File: src/rtl/mem_ctrl_arb.sv
// mem_ctrl_arb: byte-serial controller that arbitrates an instruction-fetch
// port and a data-memory port onto one 8-bit single-port RAM.
// Optional feature macro: MCTRL_IF_ABORT_EN. When defined, an in-flight
// instruction fetch restarts from the new if_addr if if_addr moves away
// from the latched base.
module mem_ctrl_arb #(
  parameter int ADDR_W     = 32,
  parameter int WORD_BYTES = 4,
  parameter int RAM_LAT    = 1
) (
  input  logic                    clk,
  input  logic                    rst_n,
  input  logic                    rdy,
  input  logic                    if_req,
  input  logic [ADDR_W-1:0]       if_addr,
  output logic                    if_done,
  output logic [WORD_BYTES*8-1:0] if_data,
  input  logic                    mem_req,
  input  logic                    mem_we,
  input  logic [1:0]              mem_size,
  input  logic                    mem_signed,
  input  logic [ADDR_W-1:0]       mem_addr,
  input  logic [WORD_BYTES*8-1:0] mem_wdata,
  output logic                    mem_done,
  output logic [WORD_BYTES*8-1:0] mem_rdata,
  input  logic [7:0]              ram_din,
  output logic                    ram_wr,
  output logic [ADDR_W-1:0]       ram_addr,
  output logic [7:0]              ram_dout
);
  localparam int DW = WORD_BYTES*8;
  localparam int CW = $clog2(WORD_BYTES) + 1;

  typedef enum logic [1:0] {IDLE, READ, WRITE, DONE} state_e;

  state_e              state_q;
  logic                last_mem_q;   // 1 = most recent grant went to MEM
  logic                own_mem_q;    // owner of the current transaction
  logic                sgn_q;
  logic [ADDR_W-1:0]   base_q;
  logic [CW-1:0]       n_q, iss_q, cap_q;
  logic [RAM_LAT:0]    vld_pipe_q;   // bit j set: a byte was issued j edges ago
  logic [DW-1:0]       buf_q, wdata_q;
  logic                if_done_q, mem_done_q, ram_wr_q;
  logic [DW-1:0]       if_data_q, mem_rdata_q;
  logic [ADDR_W-1:0]   ram_addr_q;
  logic [7:0]          ram_dout_q;

  logic [CW-1:0]       mem_n;
  logic                gnt_mem, gnt_if, sbit, abort;
  logic [DW-1:0]       fill, ext;
  logic [7:0]          wbyte;

  assign if_done   = if_done_q;
  assign if_data   = if_data_q;
  assign mem_done  = mem_done_q;
  assign mem_rdata = mem_rdata_q;
  assign ram_wr    = ram_wr_q;
  assign ram_addr  = ram_addr_q;
  assign ram_dout  = ram_dout_q;

  // Arbitration, byte lane merge, load extension and write byte select
  always_comb begin
    case (mem_size)
      2'd0:    mem_n = CW'(1);
      2'd1:    mem_n = CW'(2);
      default: mem_n = CW'(WORD_BYTES);
    endcase
    // Round-robin on contention: MEM wins unless it had the last grant
    gnt_mem = mem_req && (!if_req || !last_mem_q);
    gnt_if  = if_req && !gnt_mem;
    fill    = buf_q;
    wbyte   = 8'h00;
    sbit    = 1'b0;
    ext     = '0;
    for (int k = 0; k < WORD_BYTES; k++) begin
      if (CW'(k) == cap_q) fill[k*8 +: 8] = ram_din;
      if (CW'(k) == iss_q) wbyte = wdata_q[k*8 +: 8];
    end
    // Sign bit is the top bit of the last byte actually loaded
    for (int k = 0; k < WORD_BYTES; k++)
      if (CW'(k + 1) == n_q) sbit = fill[k*8 + 7];
    for (int k = 0; k < WORD_BYTES; k++)
      ext[k*8 +: 8] = (CW'(k) < n_q) ? fill[k*8 +: 8] : {8{sgn_q & sbit}};
`ifdef MCTRL_IF_ABORT_EN
    abort = (state_q == READ) && !own_mem_q && (if_addr != base_q);
`else
    abort = 1'b0;
`endif
  end

  // Main FSM with registered outputs; rdy low freezes everything
  always_ff @(posedge clk or negedge rst_n) begin
    if (!rst_n) begin
      state_q     <= IDLE;
      last_mem_q  <= 1'b0;
      own_mem_q   <= 1'b0;
      sgn_q       <= 1'b0;
      base_q      <= '0;
      n_q         <= '0;
      iss_q       <= '0;
      cap_q       <= '0;
      vld_pipe_q  <= '0;
      buf_q       <= '0;
      wdata_q     <= '0;
      if_done_q   <= 1'b0;
      mem_done_q  <= 1'b0;
      ram_wr_q    <= 1'b0;
      if_data_q   <= '0;
      mem_rdata_q <= '0;
      ram_addr_q  <= '0;
      ram_dout_q  <= '0;
    end else if (rdy) begin
      case (state_q)
        IDLE: begin
          if (gnt_mem || gnt_if) begin
            own_mem_q  <= gnt_mem;
            last_mem_q <= gnt_mem;
            sgn_q      <= gnt_mem && mem_signed;
            base_q     <= gnt_mem ? mem_addr : if_addr;
            n_q        <= gnt_mem ? mem_n : CW'(WORD_BYTES);
            wdata_q    <= mem_wdata;
            ram_addr_q <= gnt_mem ? mem_addr : if_addr;
            iss_q      <= CW'(1);
            cap_q      <= '0;
            vld_pipe_q <= {{RAM_LAT{1'b0}}, 1'b1};
            if (gnt_mem && mem_we) begin
              ram_wr_q   <= 1'b1;
              ram_dout_q <= mem_wdata[7:0];
              state_q    <= WRITE;
            end else begin
              state_q    <= READ;
            end
          end
        end
        READ: begin
          if (abort) begin
            // Fetch target moved: drop in-flight bytes and restart
            base_q     <= if_addr;
            ram_addr_q <= if_addr;
            iss_q      <= CW'(1);
            cap_q      <= '0;
            vld_pipe_q <= {{RAM_LAT{1'b0}}, 1'b1};
          end else begin
            vld_pipe_q <= {vld_pipe_q[RAM_LAT-1:0], iss_q < n_q};
            if (iss_q < n_q) begin
              ram_addr_q <= base_q + ADDR_W'(iss_q);
              iss_q      <= iss_q + CW'(1);
            end else begin
              ram_addr_q <= '0;
            end
            if (vld_pipe_q[RAM_LAT]) begin
              buf_q <= fill;
              cap_q <= cap_q + CW'(1);
              if (cap_q == n_q - CW'(1)) begin
                state_q <= DONE;
                if (own_mem_q) begin
                  mem_rdata_q <= ext;
                  mem_done_q  <= 1'b1;
                end else begin
                  if_data_q   <= ext;
                  if_done_q   <= 1'b1;
                end
              end
            end
          end
        end
        WRITE: begin
          if (iss_q < n_q) begin
            ram_addr_q <= base_q + ADDR_W'(iss_q);
            ram_dout_q <= wbyte;
            iss_q      <= iss_q + CW'(1);
          end else begin
            ram_wr_q   <= 1'b0;
            ram_addr_q <= '0;
            ram_dout_q <= '0;
            mem_done_q <= 1'b1;
            state_q    <= DONE;
          end
        end
        default: begin
          if_done_q  <= 1'b0;
          mem_done_q <= 1'b0;
          state_q    <= IDLE;
        end
      endcase
    end
  end
endmodule
File: config.mk
export PLATFORM = sky130hd
export DESIGN_NAME = mem_ctrl_arb
export DESIGN_NICKNAME = d
export VERILOG_FILES = /design/src/rtl/mem_ctrl_arb.sv
export SDC_FILE = /design/constraint.sdc
export NUM_CORES = 1
export LEC_CHECK = 0
export CAP_MARGIN = 20
export CORE_MARGIN = 2
export CORE_UTILIZATION = 50
export CTS_CLUSTER_SIZE = 20
export DETAILED_ROUTE_END_ITERATION = 8
export HOLD_SLACK_MARGIN = 0.02
export PLACE_DENSITY = 0.86
export SYNTH_ARGS = -nofsm -noshare
export SYNTH_HDL_FRONTEND = slang
export SYNTH_SLANG_ARGS = --single-unit
File: constraint.sdc
create_clock -name clk -period 3.7 [get_ports clk]
set_clock_uncertainty 0.2 [all_clocks]
set_input_delay 0.37 -clock clk [delete_from_list [all_inputs] [get_ports clk]]
set_output_delay 0.37 -clock clk [all_outputs]
set_load 0.005 [all_outputs]
==> results.toml <==
[detailed_routing]
num_vias = 8734
antenna_left = 0
vias_per_cell = 5.58
wl_per_cell_um = 17.3
routed_wl_um = 27100
dr.pass1.iters = 5
drt_iter0_drc = 544
drc = 0

[logic_synthesis]
synthFlopType = "dfrtp_1"
synth_seq_cells = 218
synth_top_cell_area_share = 0.514
postSynth.asyncResetShare = 1.00
avgSynthCellArea_um2 = 9.92
syn_nets = 1208
synth_cell_type_count = 53
synth-seq-area-share = 0.514
syn_inst = 1071
synthesis.area_um2 = 10600
ys_warn_count = 0
synth_top_area_cell = "dfrtp_1"
synth_edf_count = 0
synth_area_leaders = "dfrtp_1, nand2_1, mux2_2, o21ai_0, mux2i_1"

[finish]
post-route-util = 0.663
fin_cells = 1566
layout-area-overhead-vs-synth_pct = 30.8
postLayoutCellArea_um2 = 13900
diodes = 0
nets = 1411
fillCellCount = 1638
layout-drive-gt1-share = 0.102

[global_route]
grtUsageTotal = 0.247
grt_max_degree = 81
antenna_found_initial = 0
overflow = 0
grt_pass1_vias = 8922
grt_pass1_wl_um = 44800

[clocking]
h-tree-depth = 1
cts_buffers = 24
clockBufferDepth = 3
root_buffer = "clkbuf_16"
cts.sinks = 218
clkLatencyLatePin_ns = 0.50
cts_setup_buffers = 0
cts_tree = "done"
cts_hold_buf = 1
clk_pin_slew_ns = 0.06
post_cts_resized = 0

[worst_setup_path]
crit_path_max_fanout = 7
worstPathCellList = "ha_1 -> inv_1 -> fa_1 -> nor2b_1 -> o21ai_0 -> nor3_2 -> nand4_1 -> xnor2_1 -> a221o_1"
critPathLaunchType = "flop"
cp.depth = 9
critPathTopFamily = "simple AND/OR/NAND/NOR gates"
worstPathRequired_ns = 3.89
critPathKind = "reg2reg"
worstPathBufferInverterCount = 1
worst_setup_path_end_kind = "flop"
critPathMaxStageDelay_ns = 0.46
worst_r2r_path_depth = 9
critical_path.slowest_cell = "nor3_2"
arrival_ns = 3.30

[outcome]
run_status = "complete, no violations"

[floorplan]
start_util = 0.507
die_h_um = 150
dieArea_um2 = 22400
ios = 220
design.core.area_um2 = 21000
die_w_um = 150
rows = 53

[sta]
max_clock_freq_mhz = 322
worstMarginPinSlew_ns = 0.720
max_slew_margin = 0.518
rsz0062_at_grt = "no"
fin_crit_ns = 3.11
setup_tns_ns = 0
holdWs_ns = 0.221
final.period_utilization = 0.840
finalHoldViolations = 0
drv_slew = 0
setup_viol = 0

[power_and_ir_drop]
vdd_ir_drop_max_mv = 0.477
p_per_area_nw_per_um2 = 743
p_leak_nw = 5.99

[place]
port_buffers = 219
place_inst = 1522
gp_congestion = 0.863
placed_area_um2 = 13100
post-dp-hpwl_um = 19100

[worst_hold_path]
hold_class = "in2async"

[job]
cap_violations = 0
-- cell usage after synthesis, types with 2 or more instances --
cell / count
xnor2_1: 16
o32a_1: 2
nand2b_1: 7
a22oi_1: 9
a31oi_1: 4
and4_1: 2
o211ai_1: 3
a22o_1: 17
nand2_1: 193
o22a_1: 8
clkbuf_1: 38
nor3_2: 2
nand4_1: 7
buf_4: 5
buf_1: 3
o21ai_1: 5
a21oi_1: 56
nor2_2: 2
nor2_1: 61
xor2_1: 16
and3_1: 4
o21ai_0: 110
inv_1: 25
o221ai_1: 8
o31ai_1: 3
nor3_1: 24
ha_1: 23
and2_1: 4
a32o_1: 3
dfrtp_1: 218
buf_2: 12
a21oi_2: 5
nand3_1: 42
nor2b_1: 5
a221o_1: 7
mux2_2: 63
mux2i_1: 43
-- flip-flops by register name, indices dropped and copies added, names as in the netlist --
| name | cells |
|---|---|
| vld_pipe_q | 2 |
| ram_addr | 32 |
| ram_wr | 1 |
| mem_done | 1 |
| iss_q | 3 |
| own_mem_q | 1 |
| n_q | 3 |
| buf_q | 32 |
| sgn_q | 1 |
| if_data | 32 |
| ram_dout | 8 |
| state_q | 2 |
| if_done | 1 |
| cap_q | 3 |
| wdata_q | 32 |
| base_q | 32 |
| mem_rdata | 32 |
-- area by class of cell --
class	instances	area (um2)	share of cell area
clock buffers	35	703	0.0506
well taps	275	344	0.0248
repair buffers	235	2340	0.169
multi-input cells	769	4830	0.348
clock inverters	8	119	0.00855
flip-flops and latches	218	5460	0.393
inverters	26	97.6	0.00702
-- stage by stage --
stage	setup slack [ns]	total power (W)
6_report	0.592	0.0103
4_1_cts	0.622	0.0104
3_5_place_dp	0.661	0.00783
3_3_place_gp	0.773	0.00765
5_1_grt	0.424	0.0111
2_1_floorplan	1.08	0.00630
-- layout by cell type (no fill, tap or decap), types with 3 or more instances in the layout --
cell,instances
clkbuf_16,25
buf_4,13
o31ai_1,3
mux2i_1,43
o221ai_1,8
clkinv_2,4
and2_1,3
o21ai_0,110
o211ai_1,3
dfrtp_1,218
clkbuf_8,4
nand4_1,7
xor2_1,16
xnor2_1,16
nor3_1,24
inv_1,25
a31oi_1,4
nor2b_1,5
clkbuf_1,6
a22o_1,17
and3_1,4
a22oi_1,9
a32o_1,3
nand3_1,42
a21oi_1,56
mux2_2,63
o21ai_1,4
nand2_1,193
clkdlybuf4s50_1,218
a21oi_2,5
nand2b_1,7
nor2_1,61
bufinv_16,3
ha_1,23
a221o_1,7
o22a_1,8
-- routing by layer --
layer / up-vias / part of all wire / global-route usage
li1: 4153 / - / -
met1: 4208 / 0.41 / 0.320
met2: 302 / 0.49 / 0.420
met3: 71 / 0.060 / 0.0436
met4: 0 / 0.032 / 0.0830
met5: - / 0 / 0
-- final timing paths --
kind                                endpoint  startpoint  slack [ns]
worst min register to register    if_data[0]  if_data[0]        0.28
max in group asynchronous          base_q[0]       rst_n        2.26
worst min-delay path             if_data[27]       rst_n        0.22
worst max register to register  ram_addr[22]    iss_q[0]        0.59
worst max-delay path            ram_addr[22]    iss_q[0]        0.59
min in group clk                       sgn_q  mem_signed        0.24
-- where the power goes --
group | internal, W | switching [W] | leakage [nW]
sequential | 0.00316 | 0.000634 | 2.84
combinational | 0.00182 | 0.00224 | 2.74
clock | 0.00153 | 0.000941 | 0.406
-- worst register-to-register path: cells and delay by family, from the launching register on --
family | cells | cell delay [ns]
compound gates | 2 | 0.57
xor+xnor | 1 | 0.17
fa+ha+maj | 2 | 0.59
buf+inv | 1 | 0.06
flops | 1 | 0.45
simple gates | 3 | 0.95
-- cells by family (layout without fill, tap and decap cells) --
group | after synthesis | count (layout) | share of synthesized area
XOR/XNOR | 32 | 32 | 0.0264
adder cells (fa/ha/maj) | 24 | 24 | 0.0290
AO/OA/AOI/OAI | 247 | 247 | 0.142
flip-flops | 218 | 218 | 0.514
multiplexers | 106 | 106 | 0.107
AND/OR/NAND/NOR | 360 | 360 | 0.149
buffers and inverters | 84 | 304 | 0.0329
Power figures use the tool's default switching activity.
